[config.mk]
export PLATFORM = sky130hd
export DESIGN_NAME = fifo_read_downsizer
export DESIGN_NICKNAME = d
export VERILOG_FILES = /design/src/rtl/fifo_read_downsizer.sv
export SDC_FILE = /design/constraint.sdc
export NUM_CORES = 1
export LEC_CHECK = 0
export ABC_AREA = 1
export CAP_MARGIN = 15
export CORE_ASPECT_RATIO = 0.75
export CORE_MARGIN = 2
export CORE_UTILIZATION = 50
export CTS_CLUSTER_DIAMETER = 120
export DETAILED_ROUTE_END_ITERATION = 7
export PLACE_DENSITY = 0.8
export SLEW_MARGIN = 30
export SYNTH_ARGS = -nofsm -noshare
export SYNTH_HDL_FRONTEND = slang
export SYNTH_SLANG_ARGS = --single-unit
[constraint.sdc]
create_clock -name read_clk -period 3.3 [get_ports read_clk]
set_input_delay 0.495 -clock read_clk [delete_from_list [all_inputs] [get_ports read_clk]]
set_output_delay 0.495 -clock read_clk [all_outputs]
set_load 0.02 [all_outputs]
[src/rtl/fifo_read_downsizer.sv]
// Read-side downsizer for the async FIFO. Pops wide words from the
// show-ahead read port and streams them out as narrow beats, least
// significant beat first, keeping one beat per cycle across word boundaries.
module fifo_read_downsizer #(
  parameter int IN_WIDTH  = 512,
  parameter int OUT_WIDTH = 64,
  parameter int CNT_WIDTH = 3
) (
  input  logic                 read_clk,
  input  logic                 read_rst_n,
  input  logic                 fifo_empty,
  input  logic [IN_WIDTH-1:0]  fifo_data,
  output logic                 fifo_rd_en,
  output logic                 m_valid,
  input  logic                 m_ready,
  output logic [OUT_WIDTH-1:0] m_data,
  output logic                 m_last,
  output logic [15:0]          words_out
);

  // IN_WIDTH must be a multiple of OUT_WIDTH with RATIO >= 2, and
  // CNT_WIDTH must be wide enough to count 0..RATIO-1.
  localparam int RATIO = IN_WIDTH / OUT_WIDTH;
  localparam logic [CNT_WIDTH-1:0] LAST_CNT = CNT_WIDTH'(RATIO - 1);

  // Handshake: a beat moves when m_valid & m_ready are both high at a rising
  // read_clk. Once m_valid rises, m_valid and m_data hold until that
  // transfer. fifo_rd_en pops the FIFO head at the same edge it is high.

  logic [IN_WIDTH-1:0]  word_reg;
  logic                 word_valid;
  logic [CNT_WIDTH-1:0] beat_cnt;
  logic [15:0]          words_out_q;

  logic last_beat;
  logic transfer;
  logic take;

  // Beat position decode, handshake qualifiers and pop request. The pop is
  // gated by reset so nothing leaves the FIFO while the block is held idle.
  always_comb begin
    last_beat  = (beat_cnt == LAST_CNT);
    transfer   = word_valid & m_ready;
    take       = transfer & last_beat;
    fifo_rd_en = read_rst_n & ~fifo_empty & (~word_valid | take);
  end

  assign m_valid   = word_valid;
  assign m_data    = word_reg[int'(beat_cnt) * OUT_WIDTH +: OUT_WIDTH];
  assign m_last    = word_valid & last_beat;
  assign words_out = words_out_q;

  // Word holding register and beat pointer: reload on pop, retire on the
  // final beat, otherwise advance one beat per transfer.
  always_ff @(posedge read_clk or negedge read_rst_n) begin
    if (!read_rst_n) begin
      word_reg   <= '0;
      word_valid <= 1'b0;
      beat_cnt   <= '0;
    end else if (fifo_rd_en) begin
      word_reg   <= fifo_data;
      word_valid <= 1'b1;
      beat_cnt   <= '0;
    end else if (take) begin
      word_valid <= 1'b0;
      beat_cnt   <= '0;
    end else if (transfer) begin
      beat_cnt   <= beat_cnt + 1'b1;
    end
  end

  // Completed-word counter; counts every final beat whether or not a new
  // word is loaded on the same edge, and wraps naturally at 16 bits.
  always_ff @(posedge read_clk or negedge read_rst_n) begin
    if (!read_rst_n) begin
      words_out_q <= '0;
    end else if (take) begin
      words_out_q <= words_out_q + 16'd1;
    end
  end

endmodule

==> results.toml <==
[placed_design]
port_buffers = 598
gp_congestion = 0.944
dpl.hpwl_mm = 59.1

[die]
core_area_um2 = 50000
die_y_um = 199
die_w_um = 263
rows = 71
start_util = 0.505
die_area_um2 = 52300
ios = 599

[finish]
nets = 4379
final_common_cell = "nand2_1"
num-fill-cells = 4131
final_util = 0.663
layout-drive-gt1-share = 0.0408
syn2layout_area_growth_pct = 31.4
layout_common_cells = "nand2_1 (1766), clkdlybuf4s50_1 (539), dfrtp_1 (529)"
largest_reg_flops = 512

[timing]
fin_skew_ns = 0.0203
setup_violations = 1
maxSlewViolCount = 0
fin_crit_ns = 3.33
fin_ws_ns = -0.0308
rsz0062_at_grt = "yes"
fin_crit_sh = 1.01
hold_viol_final = 0
max_freq_ghz = 0.300
worst_pin_slew_ns = 0.876
slew-limit-headroom = 0.416

[pwr]
p_seq_frac = 0.365
sw_frac_of_total = 0.424
pwr-share-comb = 0.454
p_switching_w = 0.0136
ir_drop_uv = 469
clkPwrFrac = 0.181
p_leak_nw = 16.8
p_per_area_nw_per_um2 = 967
power.internal_w = 0.0185
p_total_w = 0.0321

[drt]
viasPerCell = 5.29
routed_wl_mm = 86.0
drt-wirelength-per-cell_um = 18.8
dr.pass1.iters = 6
drtIter0Drc = 2781
ant_nets = 0
vias = 24200
drc = 0

[synthesis]
synth_fp_nets = 3878
ys_types = 25
synth.cell_area_um2 = 25200
synth-seq-area-share = 0.527
synthCells = 3359
ys_seq_elements = 532
avgSynthCellArea_um2 = 7.51
yosys_warnings = 0

[setup_path]
cp.required_ns = 2.80
path_cells = "buf_6 > nor2_1 > nor2_1 > o21ai_0 > o21ai_1 > nand2_1 > nand2_1 > clkdlybuf4s50_1"
cp_max_fo = 24
cp.arrival_ns = 2.84
critPathKind = "reg2out"
critPathLaunchType = "flop"
crit_slowest_cell = "clkdlybuf4s50_1"
endpoint_kind = "output port"
max_stage_delay_ns = 0.61

[run_status]
violations = "setup timing"
outcome = "complete, but fails checks"

[global_routing]
grt_pass1_vias = 22600
grt_remaining_overflow = 0
antenna_found_initial = 10
grt_max_degree = 228
track_usage = 0.323
grt_pass1_wl_mm = 130

[clock_network]
cts_tree = "done"
cts_buffers = 52
htreeDepth = 2
clock_latency_ns = 0.60
clkTransAtPathRegs_ns = 0.06
clk_path_buf_depth = 3
cts.sinks = 532
root_buffer = "clkbuf_16"

[job]
drv_cap = 0

[hold_path]
hp-class = "in2reg"
[Yosys cell counts]
cell | count | area, µm²
o21ai_1 | 108 | 541
buf_12 | 1 | 20.0
nand4_1 | 6 | 37.5
inv_1 | 19 | 71.3
o21ai_0 | 278 | 1390
inv_2 | 1 | 3.75
clkbuf_1 | 64 | 240
nand2_1 | 1771 | 6650
nand3_2 | 1 | 10.0
a21oi_1 | 1 | 5.00
nor2_1 | 406 | 1520
dfrtp_1 | 532 | 13300
buf_4 | 44 | 330
buf_1 | 9 | 33.8
nor3_1 | 3 | 15.0
nand3_1 | 7 | 35.0
ha_1 | 3 | 37.5
nand2_2 | 1 | 6.26
xor2_1 | 7 | 61.3
nand3b_1 | 1 | 7.51
inv_4 | 1 | 6.26
o21bai_1 | 1 | 7.51
buf_6 | 67 | 754
buf_2 | 26 | 130
xnor2_1 | 1 | 8.76
[critical path, delay by kind of cell (launching register included)]
kind,cells,cell delay [ns]
AOI/OAI and AO/OA,2,0.24
buffers and inverters,2,0.86
DFF,1,0.57
and+or+nand+nor,4,0.58
[power by group through the flow]
stage	combinational [W]	sequential (W)	clock (W)
finish	0.0146	0.0117	0.00581
global route	0.0161	0.0120	0.00610
CTS	0.0144	0.0116	0.00586
detailed placement	0.0144	0.0117	0
global placement	0.0141	0.0116	0
floorplan	0.00890	0.0111	0
[per-layer routing]
layer  up-vias  global-route usage  share of wire
met1     11400               0.481           0.44
met5         -                   0        0.00030
li1      11400                   -              -
met2      1227               0.465           0.43
met3       157              0.0719           0.10
met4         4               0.110          0.032
[timing repair]
| action | in CTS | in global routing |
|---|---|---|
| gates cloned | 3 | 0 |
| gates resized for setup | 80 | 17 |
| hold endpoints to repair | 30 | 0 |
| hold buffers | 1 | 0 |
| pin swaps | 0 | 1 |
| buffers inserted | 2 | 1 |
| setup endpoints to repair | 63 | 16 |
[through the flow]
step | hold slack [ns] | cell area, µm² | setup slack, ns | TNS (ns) | cells
final | 0.432 | 33200 | -0.0308 | -0.0308 | 4567
after global routing | 0.419 | 33100 | -0.116 | -0.548 | 4561
after CTS | 0.405 | 33000 | -0.0794 | -0.232 | 4552
after detailed placement | 0.460 | 31200 | 0.354 | 0 | 4454
after global placement | 0.455 | 31200 | 0.412 | 0 | 4454
after floorplan | 0.199 | 25200 | 1.33 | 0 | 3359
[final cells by class]
| type | count | area, µm² | share of cell area |
|---|---|---|---|
| clock buffer | 81 | 1560 | 0.0471 |
| tap | 657 | 822 | 0.0248 |
| inverter | 21 | 108 | 0.00325 |
| timing repair buffer | 658 | 6860 | 0.207 |
| clock inverter | 11 | 61.3 | 0.00185 |
| antenna | 12 | 30.0 | 0.000906 |
| sequential | 532 | 13300 | 0.402 |
| multi-input combinational | 2595 | 10400 | 0.314 |
[worst paths after layout]
kind,endpoint,startpoint,slack [ns],cells after the start
max,m_data[19],beat_cnt[0]$_DFFE_PN0P_,-0.03,8
min,word_reg[194]$_DFFE_PN0P_,fifo_data[194],0.43,3
max reg2reg,word_reg[421]$_DFFE_PN0P_,beat_cnt[0]$_DFFE_PN0P_,0.20,10
min reg2reg,word_reg[386]$_DFFE_PN0P_,word_reg[386]$_DFFE_PN0P_,0.47,2
max in group asynchronous,beat_cnt[0]$_DFFE_PN0P_,read_rst_n,1.27,5
min in group asynchronous,word_reg[24]$_DFFE_PN0P_,read_rst_n,0.58,3
[logic make-up (layout without fill, tap and decap cells)]
logic type,after synthesis,in the layout,share of synthesized area
flip-flops,532,532,0.527
AO/OA/AOI/OAI,388,388,0.0770
other,0,12,0
adder cells (fa/ha/maj),3,3,0.00149
buffers and inverters,232,771,0.0630
AND/OR/NAND/NOR,2196,2196,0.328
XOR/XNOR,8,8,0.00278
No activity file was read; power rests on OpenSTA's default activity.
